[src/rtl/lsu_pkg.sv]
// Shared encodings for the load/store unit: FSM states, byte-lane selects,
// request latch layout and the per-operation completion latencies.
package lsu_pkg;

  typedef logic [2:0] state_t;

  localparam state_t S_IDLE = 3'd0;
  localparam state_t S_RD   = 3'd1;
  localparam state_t S_RDW  = 3'd2;
  localparam state_t S_WR   = 3'd3;
  localparam state_t S_RESP = 3'd4;

  localparam logic LANE_LO = 1'b0;  // bits [7:0]
  localparam logic LANE_HI = 1'b1;  // bits [15:8]

  // Accept edge to resp_valid cycle.
  localparam int LAT_WORD_LOAD  = 3;
  localparam int LAT_BYTE_LOAD  = 3;
  localparam int LAT_WORD_STORE = 2;
  localparam int LAT_BYTE_STORE = 4;
  localparam int LAT_MISALIGN   = 1;

  typedef struct packed {
    logic write;
    logic byte_acc;
    logic sign_ext;
    logic err;
  } req_t;

endpackage

[src/rtl/load_store_unit_if.sv]
// Request/response handshake plus the Memory pin bundle of the load/store unit.
// master = execute stage + Memory side, slave = the unit itself.
interface load_store_unit_if #(
  parameter int ADDR_W = 16,
  parameter int DATA_W = 16
);
  logic              req_valid;
  logic              req_ready;
  logic              req_write;
  logic              req_byte;
  logic              req_signed;
  logic [ADDR_W-1:0] req_addr;
  logic [DATA_W-1:0] req_wdata;

  logic              resp_valid;
  logic              resp_err;
  logic [DATA_W-1:0] resp_rdata;

  logic              mem_memR;
  logic              mem_memW;
  logic [ADDR_W-1:0] mem_addr;
  logic [DATA_W-1:0] mem_dataW;
  logic [DATA_W-1:0] mem_rdata;

  modport master (
    output req_valid, req_write, req_byte, req_signed, req_addr, req_wdata, mem_rdata,
    input  req_ready, resp_valid, resp_err, resp_rdata,
           mem_memR, mem_memW, mem_addr, mem_dataW
  );

  modport slave (
    input  req_valid, req_write, req_byte, req_signed, req_addr, req_wdata, mem_rdata,
    output req_ready, resp_valid, resp_err, resp_rdata,
           mem_memR, mem_memW, mem_addr, mem_dataW
  );
endinterface

[src/rtl/lsu_byte_lane.sv]
// Combinational byte-lane helper: extracts/extends a byte from a word for loads
// and splices a byte into a word for read-modify-write stores.
module lsu_byte_lane #(
  parameter int DATA_W = 16
) (
  input  logic [DATA_W-1:0] word,
  input  logic [7:0]        byte_in,
  input  logic              sel,
  input  logic              sign_ext,
  output logic [DATA_W-1:0] extracted,
  output logic [DATA_W-1:0] merged
);
  localparam int NUM_LANES = DATA_W / 8;

  logic [NUM_LANES-1:0][7:0] lanes;
  logic [NUM_LANES-1:0][7:0] mrg_lanes;
  logic [7:0]                pick;

  assign lanes     = word;
  assign pick      = lanes[sel];
  assign extracted = {{(DATA_W-8){sign_ext & pick[7]}}, pick};

  for (genvar i = 0; i < NUM_LANES; i++) begin : g_lane
    assign mrg_lanes[i] = (sel == 1'(i)) ? byte_in : lanes[i];
  end

  assign merged = mrg_lanes;
endmodule

[src/rtl/load_store_unit.sv]
// Sequences load/store requests onto a single-port 16-bit-word Memory:
// byte loads with extension, byte stores via read-modify-write, misalignment errors.
module load_store_unit
  import lsu_pkg::*;
#(
  parameter int ADDR_W = 16,
  parameter int DATA_W = 16
) (
  input logic               clk,
  input logic               rst_n,
  load_store_unit_if.slave  bus
);
  state_t            state, state_nx;
  req_t              rq;
  logic [ADDR_W-1:0] addr_q;
  logic [DATA_W-1:0] wdata_q;   // store word; becomes the merged word for byte stores
  logic [DATA_W-1:0] rdata_q;
  logic [DATA_W-1:0] ext_word, mrg_word;
  logic              accept, misalign;

  assign accept   = bus.req_valid && (state == S_IDLE);
  assign misalign = !bus.req_byte && bus.req_addr[0];

  lsu_byte_lane #(.DATA_W(DATA_W)) u_lane (
    .word      (bus.mem_rdata),
    .byte_in   (wdata_q[7:0]),
    .sel       (addr_q[0]),
    .sign_ext  (rq.sign_ext),
    .extracted (ext_word),
    .merged    (mrg_word)
  );

  always_ff @(posedge clk or negedge rst_n) begin
    if (!rst_n) state <= S_IDLE;
    else        state <= state_nx;
  end

  always_comb begin
    state_nx = state;
    case (state)
      S_IDLE: if (bus.req_valid) begin
        if (misalign)                              state_nx = S_RESP;
        else if (!bus.req_write || bus.req_byte)   state_nx = S_RD;
        else                                       state_nx = S_WR;
      end
      S_RD:    state_nx = S_RDW;
      S_RDW:   state_nx = rq.write ? S_WR : S_RESP;
      S_WR:    state_nx = S_RESP;
      S_RESP:  state_nx = S_IDLE;
      default: state_nx = S_IDLE;
    endcase
  end

  // Request latches and the read-capture point; req_* are only looked at in IDLE.
  always_ff @(posedge clk or negedge rst_n) begin
    if (!rst_n) begin
      rq      <= '0;
      addr_q  <= '0;
      wdata_q <= '0;
      rdata_q <= '0;
    end else begin
      if (accept) begin
        rq.write    <= bus.req_write;
        rq.byte_acc <= bus.req_byte;
        rq.sign_ext <= bus.req_signed;
        rq.err      <= misalign;
        addr_q      <= bus.req_addr;
        wdata_q     <= bus.req_wdata;
      end
      if (state == S_RDW) begin
        if (rq.write) wdata_q <= mrg_word;
        else          rdata_q <= rq.byte_acc ? ext_word : bus.mem_rdata;
      end
    end
  end

  always_comb begin
    bus.req_ready  = (state == S_IDLE);
    bus.resp_valid = (state == S_RESP);
    bus.resp_err   = (state == S_RESP) && rq.err;
    bus.resp_rdata = rdata_q;
    bus.mem_memR   = (state == S_RD);
    bus.mem_memW   = (state == S_WR);
    bus.mem_addr   = '0;
    bus.mem_dataW  = '0;
    if (state == S_RD || state == S_RDW || state == S_WR)
      bus.mem_addr = {1'b0, addr_q[ADDR_W-1:1]};
    if (state == S_WR)
      bus.mem_dataW = wdata_q;
  end
endmodule
[src/flat_wrapper.sv]
// flat-port wrapper written by rule: the top's interface ports become plain ports
module load_store_unit_flat import lsu_pkg::*;
#(
  parameter int ADDR_W = 16,
  parameter int DATA_W = 16
)
  (clk, rst_n, bus_req_valid, bus_req_write, bus_req_byte, bus_req_signed, bus_req_addr, bus_req_wdata, bus_mem_rdata, bus_req_ready, bus_resp_valid, bus_resp_err, bus_resp_rdata, bus_mem_memR, bus_mem_memW, bus_mem_addr, bus_mem_dataW);
  load_store_unit_if #(.ADDR_W(ADDR_W), .DATA_W(DATA_W)) bus_i ();
  input logic clk;
  input logic rst_n;
  input wire logic [$bits(bus_i.req_valid)-1:0] bus_req_valid;
  input wire logic [$bits(bus_i.req_write)-1:0] bus_req_write;
  input wire logic [$bits(bus_i.req_byte)-1:0] bus_req_byte;
  input wire logic [$bits(bus_i.req_signed)-1:0] bus_req_signed;
  input wire logic [$bits(bus_i.req_addr)-1:0] bus_req_addr;
  input wire logic [$bits(bus_i.req_wdata)-1:0] bus_req_wdata;
  input wire logic [$bits(bus_i.mem_rdata)-1:0] bus_mem_rdata;
  output wire logic [$bits(bus_i.req_ready)-1:0] bus_req_ready;
  output wire logic [$bits(bus_i.resp_valid)-1:0] bus_resp_valid;
  output wire logic [$bits(bus_i.resp_err)-1:0] bus_resp_err;
  output wire logic [$bits(bus_i.resp_rdata)-1:0] bus_resp_rdata;
  output wire logic [$bits(bus_i.mem_memR)-1:0] bus_mem_memR;
  output wire logic [$bits(bus_i.mem_memW)-1:0] bus_mem_memW;
  output wire logic [$bits(bus_i.mem_addr)-1:0] bus_mem_addr;
  output wire logic [$bits(bus_i.mem_dataW)-1:0] bus_mem_dataW;
  assign bus_i.req_valid = bus_req_valid;
  assign bus_i.req_write = bus_req_write;
  assign bus_i.req_byte = bus_req_byte;
  assign bus_i.req_signed = bus_req_signed;
  assign bus_i.req_addr = bus_req_addr;
  assign bus_i.req_wdata = bus_req_wdata;
  assign bus_i.mem_rdata = bus_mem_rdata;
  assign bus_req_ready = bus_i.req_ready;
  assign bus_resp_valid = bus_i.resp_valid;
  assign bus_resp_err = bus_i.resp_err;
  assign bus_resp_rdata = bus_i.resp_rdata;
  assign bus_mem_memR = bus_i.mem_memR;
  assign bus_mem_memW = bus_i.mem_memW;
  assign bus_mem_addr = bus_i.mem_addr;
  assign bus_mem_dataW = bus_i.mem_dataW;
  load_store_unit #(.ADDR_W(ADDR_W), .DATA_W(DATA_W)) u_core (.clk(clk), .rst_n(rst_n), .bus(bus_i));
endmodule
[config.mk]
export PLATFORM = sky130hd
export DESIGN_NAME = load_store_unit_flat
export DESIGN_NICKNAME = d
export VERILOG_FILES = /design/src/rtl/lsu_pkg.sv /design/src/rtl/load_store_unit_if.sv /design/src/rtl/lsu_byte_lane.sv /design/src/rtl/load_store_unit.sv /design/src/flat_wrapper.sv
export SDC_FILE = /design/constraint.sdc
export NUM_CORES = 1
export LEC_CHECK = 0
export ABC_CLOCK_PERIOD_IN_PS = 2100
export CAP_MARGIN = 20
export CORE_UTILIZATION = 63
export CTS_CLUSTER_SIZE = 28
export DETAILED_ROUTE_END_ITERATION = 10
export DONT_BUFFER_PORTS = 1
export PLACE_DENSITY = 0.85
export SLEW_MARGIN = 20
export SYNTH_ARGS = -nofsm -noshare
export SYNTH_HDL_FRONTEND = slang
export SYNTH_HIERARCHICAL = 1
export SYNTH_SLANG_ARGS = --single-unit
[constraint.sdc]
create_clock -name clk -period 2.1 [get_ports clk]
set_clock_uncertainty 0.2 [all_clocks]
set_input_delay 0.21 -clock clk [delete_from_list [all_inputs] [get_ports clk]]
set_output_delay 0.21 -clock clk [all_outputs]
set_load 0.05 [all_outputs]
Word level (Yosys, flattened, before mapping)
Cells that the tools add are included.
- bits in registers: 55
- output and inout bits: 53
- logic and storage cells: 43
- $lt $le $gt $ge: 1
- eq/ne operators: 6
- mux-type cells: 15
- bitwise logic cells: 2
- reduce and logical (&&, ||, !) cells: 10
- operators with widths (cell ; count):
    $mux W16 ; 5
    $mux W8 ; 4
    $mux W15 ; 1
    $pmux W3 S4 ; 1
    $mux W3 ; 3
    $eq A3 B2 Y1 const B ; 2
    $eq A3 B1 Y1 const B ; 1
    $eq A3 B3 Y1 const B ; 1
    $logic_and A1 B1 Y1 ; 3
    $logic_not A3 Y1 ; 1
    $logic_or A1 B1 Y1 ; 3
    $ne A3 B3 Y1 const B ; 1
    $logic_not A1 Y1 ; 2
    $lt A1 B2 Y1 const B ; 1
    $mux W2 ; 1
    $ne A2 B2 Y1 const B ; 1
    $reduce_and A2 Y1 ; 1
    $and A1 B1 Y1 ; 1
    $not A1 Y1 ; 1

Depth between registers and ports, before layout
Gate-level depths: netlist of run 1.
- depth in word-level cells: 6
- depth in mapped cells: 6
- gate-level depth less buffers: 4

Modules after synthesis
The synthesis of run 1 kept the hierarchy.
- by module, submodules not included (module ; instances ; cells each ; area an instance (um^2)):
    load_store_unit ; 1 ; 246 ; 2720.1
    lsu_byte_lane ; 1 ; 35 ; 372.9

Worst setup path before layout of run 1
Ideal clock, no wire load.
- path type: register -> output
- from: register u_core.state[2]
- to: output bus_mem_dataW[10]
- arrival time: 1.833 ns
- data required time: 1.690 ns
- setup slack: -0.143 ns
- cell stages (with the launch flop): 5
- path buffers: 2
- cells stage by stage: dfrtp_1 -> and3b_1 -> clkbuf_1 -> clkbuf_1 -> and2_1
- word-level cells in the longest chain between the ends: 2
- RTL lines (item ; RTL line ; RTL):
    start, declared ; load_store_unit.sv:13 ; state_t state, state_nx;
    start signal, assigned ; load_store_unit.sv:35 ; else state <= state_nx;
    $eq A3 B2 Y1 ; -- ;
    via bus_mem_memW ; flat_wrapper.sv:23 ; output wire logic [$bits(bus_i.mem_memW)-1:0] bus_mem_memW;
    $mux W16 ; load_store_unit.sv:88 ; if (state == S_WR)
    end, declared ; flat_wrapper.sv:25 ; output wire logic [$bits(bus_i.mem_dataW)-1:0] bus_mem_dataW;
The timed path passes the listed nets, and every way through them passes these cells.

Final worst setup path of run 1
- from: register u_core.state[1]
- to: output bus_mem_dataW[9]
- word-level cells in the longest chain between the ends: 2
- RTL lines (item ; RTL line):
    $eq A3 B2 Y1 ; load_store_unit.sv:88
    $mux W16 ; load_store_unit.sv:88
Every way passes these cells.

==> results of run 1 <==
-- synthesized netlist by cell type (2+ instances only) --
master,number,share of area
buf_4,9,0.022
o21ai_0,2,0.0032
nor4b_4,2,0.015
clkbuf_1,6,0.0073
a21oi_1,18,0.029
buf_12,2,0.013
and2_1,32,0.065
mux2_2,40,0.15
inv_1,2,0.0024
mux2_4,2,0.0097
buf_2,6,0.0097
o21ai_1,16,0.026
nand2_1,17,0.021
dfrtp_1,55,0.44
buf_6,6,0.022
nor3_1,2,0.0032
mux2i_1,33,0.11
nor2_1,18,0.022
-- worst register-to-register path, cell delays in order, from the launching register on --
cell and delay, ns:
dfrtp_2 0.46, buf_4 0.15, buf_4 0.14, nor4b_4 0.26
buf_4 0.34, nor2_1 0.10, a21oi_1 0.16
-- layout make-up --
type / instances / area [um^2]
fill: 160 / 357
multi-input combinational: 196 / 1500
sequential: 55 / 1380
inverter: 2 / 7.51
clock inverter: 2 / 12.5
clock buffer: 6 / 72.6
tap: 67 / 83.8
timing repair buffer: 101 / 1310
-- cells by family (layout without fill, tap and decap cells) --
logic type,Yosys count,in the layout
simple gates,81,82
mux,75,75
flops,55,55
compound gates,38,38
buf+inv,31,111
other cells,1,1
-- worst min path at each step --
stage                        from                        end
floorplan                   rst_n           u_core/addr_q[0]
global placement            rst_n  u_core/bus.resp_rdata[12]
detailed placement          rst_n  u_core/bus.resp_rdata[14]
CTS                 bus_req_write            u_core/state[1]
global route        bus_req_write            u_core/state[1]
finish              bus_req_write            u_core/state[1]
-- power breakdown --
group	total [mW]	switching [mW]	leakage (nW)	internal [mW]
logic	4.12	2.21	1.17	1.91
clock network	0.586	0.352	0.0412	0.234
registers	2.52	0.936	0.634	1.58
total	7.22	3.50	1.85	3.73
-- per-stage QoR --
step,total power [mW],worst slack [ns],setup TNS [ns]
global placement,6.01,0.203,0
finish,7.22,0.0461,0
floorplan,5.10,0.0771,0
global route,7.49,-0.0235,-0.188
CTS,6.87,0.0269,0
detailed placement,6.17,0.0872,0
-- timing repair --
action / 4_1_cts / 5_1_grt
resized for setup: 2 / 3
endpoints found under the hold margin: 108 / 0
cloned: 0 / 1
setup endpoints to repair: 15 / 33
buffers inserted: 0 / 4
hold buffers: 53 / 0
-- sequential cells by signal, summed over array words and instances (netlist names) --
name                   flops
u_core/addr_q             16
u_core/bus.resp_rdata     16
u_core/rq                  4
u_core/state               3
u_core/wdata_q            16
-- routing by layer --
layer / global-route usage / part of all wire / vias to the layer above
li1: - / - / 1118
met1: 0.409 / 0.36 / 1274
met2: 0.665 / 0.54 / 146
met3: 0.0861 / 0.067 / 30
met4: 0.166 / 0.036 / 0
met5: 0 / 0 / -
==> results.json, run 1 <==
{
  "worstSetupStartpointType": "flop",
  "max_stage_delay_ns": 0.50,
  "r2r_cells": 6,
  "required_ns": 1.69,
  "grt_usage": 0.367,
  "die_w_um": 72.1,
  "fin_area_um2": 4370,
  "hold_path.class": "input pin to flop",
  "start_util": 0.655,
  "synth_mux_area_frac": 0.262,
  "clk_path_buf_depth": 2,
  "timing.final.crit_share": 0.978,
  "port_buffers": 0,
  "drt-wirelength-per-cell_um": 22.3,
  "powerDensity_nw_per_um2": 1650,
  "synthXorXnorAreaFrac": 0,
  "drtPass1Iterations": 4,
  "leakagePower_nw": 1.85,
  "cts_tree": "done",
  "stdcell_count": 429,
  "numCtsBuffers": 5,
  "fp-row-count": 25,
  "synth_compound_area_frac": 0.0631,
  "async_flop_share": 1.00,
  "place_congestion": 0.799,
  "drv_cap": 0,
  "setup-violations-final": 0,
  "die_area_um2": 5190,
  "rr_startpoint": "u_core/state[2]",
  "root_buffer": "clkbuf_8",
  "min_path_cells": 3,
  "drive_above_1_share": 0.298,
  "crit_start": "u_core/state[1]",
  "core_area_um2": 4720,
  "antenna_cells": 0,
  "grt.overflow.total": 0,
  "tightest_slew_ns": 0.555,
  "antenna_found_initial": 0,
  "synth_adder_area_share": 0,
  "worst-path-buf-inv": 2,
  "area_growth_pct": 41.2,
  "ir_worst_vdd_mv": 1.59,
  "ant_nets": 0,
  "cp.arrival_ns": 1.64,
  "dieHeight_um": 72.1,
  "num_vias": 2568,
  "whs_ns": 0.0384,
  "place_area_um2": 3680,
  "synth_top_family_by_area": "multiplexers",
  "path_class": "flop to output port",
  "timing.rr.end": "u_core/bus.resp_rdata[5]",
  "fmax_ghz": 0.487,
  "synth_seq_cells": 55,
  "final_common_cell": "dfrtp_1",
  "final.min_clock_period_ns": 2.05,
  "cp_max_fo": 17,
  "relSlewSlack": 0.632,
  "r2r_slack_ns": 0.21,
  "slowest_stage": "dfrtp_1",
  "path_cells": "and3b_1 -> buf_4 -> and2_1 -> buf_12",
  "synth_cell_type_count": 31,
  "vias_per_cell": 5.99,
  "placedCellCount": 363,
  "cp.depth": 4,
  "ys.flop_type": "dfrtp_1",
  "grt_max_degree": 56,
  "crit_path_end_kind": "output port",
  "netlist_instances": 281,
  "run_status": "finished clean",
  "grt_pass1_vias": 2666,
  "most-common-layout-cells": "dfrtp_1 (53), dlygate4sd3_1 (52), mux2_2 (40)",
  "utilization": 0.925,
  "path_delay_family": "flip-flops",
  "synth_edf_count": 0,
  "path_clk_slew_ns": 0.10,
  "dp_hpwl_um": 4960,
  "routed_wl_um": 9560,
  "grt_pass1_wl_um": 14000,
  "syn_area_um2": 3090,
  "layout.nets": 415,
  "drtIter0Drc": 218,
  "yosys.area_share.simple": 0.153,
  "clkSinkCount": 55,
  "crit_path_end": "bus_mem_dataW[9]",
  "synth-warning-count": 6,
  "synth_nets": 335,
  "ios": 107,
  "drc": 0,
  "hold_viol": 0,
  "finalMaxSlewViolations": 0,
  "insertion_delay_ns": 0.31,
  "syn_area_per_cell_um2": 11.0,
  "h-tree-depth": 2,
  "ys_seq_area_frac": 0.445
}
Note: power is estimated with default switching activity, not from simulation.
==> run 2: changes to the inputs <==
--- a/config.mk
+++ b/config.mk
@@ -7,6 +7,7 @@
 export LEC_CHECK = 0
 export ABC_CLOCK_PERIOD_IN_PS = 2100
 export CAP_MARGIN = 20
+export CORE_MARGIN = 2
 export CORE_UTILIZATION = 63
 export CTS_CLUSTER_SIZE = 28
 export DETAILED_ROUTE_END_ITERATION = 10
==> results.json, run 2 (synthesis gave the netlist of run 1 again) <==
{
  "run_status": "finished clean",
  "port_buffers": 0,
  "vias_per_cell": 5.97,
  "relSlewSlack": 0.653,
  "start_util": 0.655,
  "antenna_cells": 0,
  "most-common-layout-cells": "dfrtp_1 (53), dlygate4sd3_1 (52), mux2_2 (40)",
  "cpMostUsedCell": "nor2_2",
  "crit_path_end_kind": "output port",
  "drtIter0Drc": 170,
  "dieHeight_um": 74.1,
  "fillers": 154,
  "clkPwrFrac": 0.089,
  "insertion_delay_ns": 0.31,
  "stdcell_count": 427,
  "dp_hpwl_um": 5040,
  "grt_max_degree": 56,
  "r2r_slack_ns": 0.10,
  "layout.nets": 413,
  "path_clk_slew_ns": 0.10,
  "ir_worst_vdd_mv": 1.38,
  "fmax_ghz": 0.489,
  "crit_path_end": "bus_mem_addr[10]",
  "cp_max_fo": 12,
  "routed_wl_um": 9180,
  "worstSetupStartpointType": "flop",
  "power.share.switching": 0.471,
  "die_w_um": 74.1,
  "final.min_clock_period_ns": 2.05,
  "max_stage_delay_ns": 0.52,
  "p_seq_frac": 0.352,
  "tightest_slew_ns": 0.521,
  "slowest_stage": "dfrtp_2",
  "antenna_found_initial": 0,
  "path_class": "flop to output port",
  "clk_path_buf_depth": 2,
  "clkSinkCount": 55,
  "drc": 0,
  "ios": 107,
  "internal_power_mw": 3.82,
  "area_growth_pct": 42.4,
  "drtPass1Iterations": 4,
  "rr_startpoint": "u_core/state[2]",
  "numCtsBuffers": 5,
  "hold_viol": 0,
  "crit_start": "u_core/state[0]",
  "grt.overflow.total": 0,
  "drv_cap": 0,
  "pwr-share-comb": 0.559,
  "required_ns": 1.69,
  "rsz0062_at_grt": "false",
  "netSwitchingPower_mw": 3.40,
  "r2r_cells": 4,
  "num_vias": 2548,
  "grt_pass1_wl_um": 13800,
  "timing.final.crit_share": 0.974,
  "final_common_cell": "dfrtp_1",
  "root_buffer": "clkbuf_8",
  "cp.arrival_ns": 1.64,
  "die_area_um2": 5490,
  "place_congestion": 0.908,
  "drive_above_1_share": 0.319,
  "core_area_um2": 4720,
  "ant_nets": 0,
  "finalPower_mw": 7.22,
  "grt_usage": 0.345,
  "placedCellCount": 364,
  "h-tree-depth": 2,
  "drt-wirelength-per-cell_um": 21.5,
  "hold_path.class": "input pin to flop",
  "finalMaxSlewViolations": 0,
  "fp-row-count": 25,
  "setup_tns_ns": 0,
  "grt_pass1_vias": 2664,
  "path_cells": "nor2_2 -> nor2_2 -> buf_4 -> and2_1 -> buf_12",
  "powerDensity_nw_per_um2": 1640,
  "cts_tree": "done",
  "timing.rr.end": "u_core/addr_q[0]",
  "setup-violations-final": 0,
  "leakagePower_nw": 1.86
}
-- run 2: changes by cell type in the layout (fill, tap and decap cells not counted), sizes merged --
cell    delta
clkinv     -1
clkbuf     +1
buf        -1
nor2       -1
-- run 2: worst min-delay path by stage --
stage / slack (ns) / from / cells past startpoint / endpoint
finish: 0.06 / bus_mem_rdata[6] / 3 / u_core/bus.resp_rdata[6]
global route: 0.07 / bus_mem_rdata[0] / 3 / u_core/bus.resp_rdata[0]
CTS: 0.02 / bus_req_write / 3 / u_core/state[1]
detailed placement: -0.28 / rst_n / 0 / u_core/bus.resp_rdata[12]
global placement: -0.28 / rst_n / 0 / u_core/bus.resp_rdata[11]
floorplan: -0.29 / rst_n / 0 / u_core/addr_q[0]
-- run 2: layout make-up --
| class | count | area (um^2) | area share |
|---|---|---|---|
| Timing Repair Buffer | 100 | 1320 | 0.300 |
| Clock inverter | 1 | 7.51 | 0.00170 |
| Inverter | 2 | 7.51 | 0.00170 |
| Multi-Input combinational cell | 195 | 1510 | 0.343 |
| Clock buffer | 7 | 96.3 | 0.0219 |
| Sequential cell | 55 | 1380 | 0.313 |
| Tap cell | 67 | 83.8 | 0.0190 |
-- run 2: timing repair --
| item | CTS | global route |
|---|---|---|
| buffers inserted | 0 | 2 |
| endpoints found under the setup margin | 26 | 31 |
| endpoints found under the hold margin | 109 | 0 |
| cloned | 0 | 1 |
| hold buffers | 53 | 0 |
| gates resized for setup | 5 | 11 |
-- run 2: power by group through the flow --
stage	logic, mW	registers (mW)	clock network (mW)
after detailed placement	3.74	2.49	0
final	4.03	2.54	0.646
after global routing	4.23	2.60	0.694
after floorplan	2.78	2.31	0
after CTS	3.87	2.47	0.659
after global placement	3.62	2.44	0
-- run 2: worst max-delay path: cells and delay by family (launching register included) --
kind / cells / cell delay [ns]
buffers and inverters: 2 / 0.33
AND/OR/NAND/NOR: 3 / 0.48
flip-flops: 1 / 0.52
-- run 2: through the flow --
stage / cell area (um^2) / hold slack, ns / setup slack (ns) / util
floorplan: 3100 / -0.286 / 0.0771 / -
global placement: 3700 / -0.284 / 0.239 / 0.784
detailed placement: 3700 / -0.284 / 0.164 / 0.784
CTS: 4370 / 0.0239 / 0.00441 / 0.925
global route: 4410 / 0.0657 / 0.00735 / 0.933
finish: 4410 / 0.0606 / 0.0549 / 0.933
-- run 2: metal layers --
layer | wire length [um] | share of wire | global-route usage
met1 | 3100 | 0.34 | 0.372
met5 | 0 | 0 | 0
met2 | 4790 | 0.52 | 0.594
met4 | 515 | 0.056 | 0.228
met3 | 776 | 0.085 | 0.0921
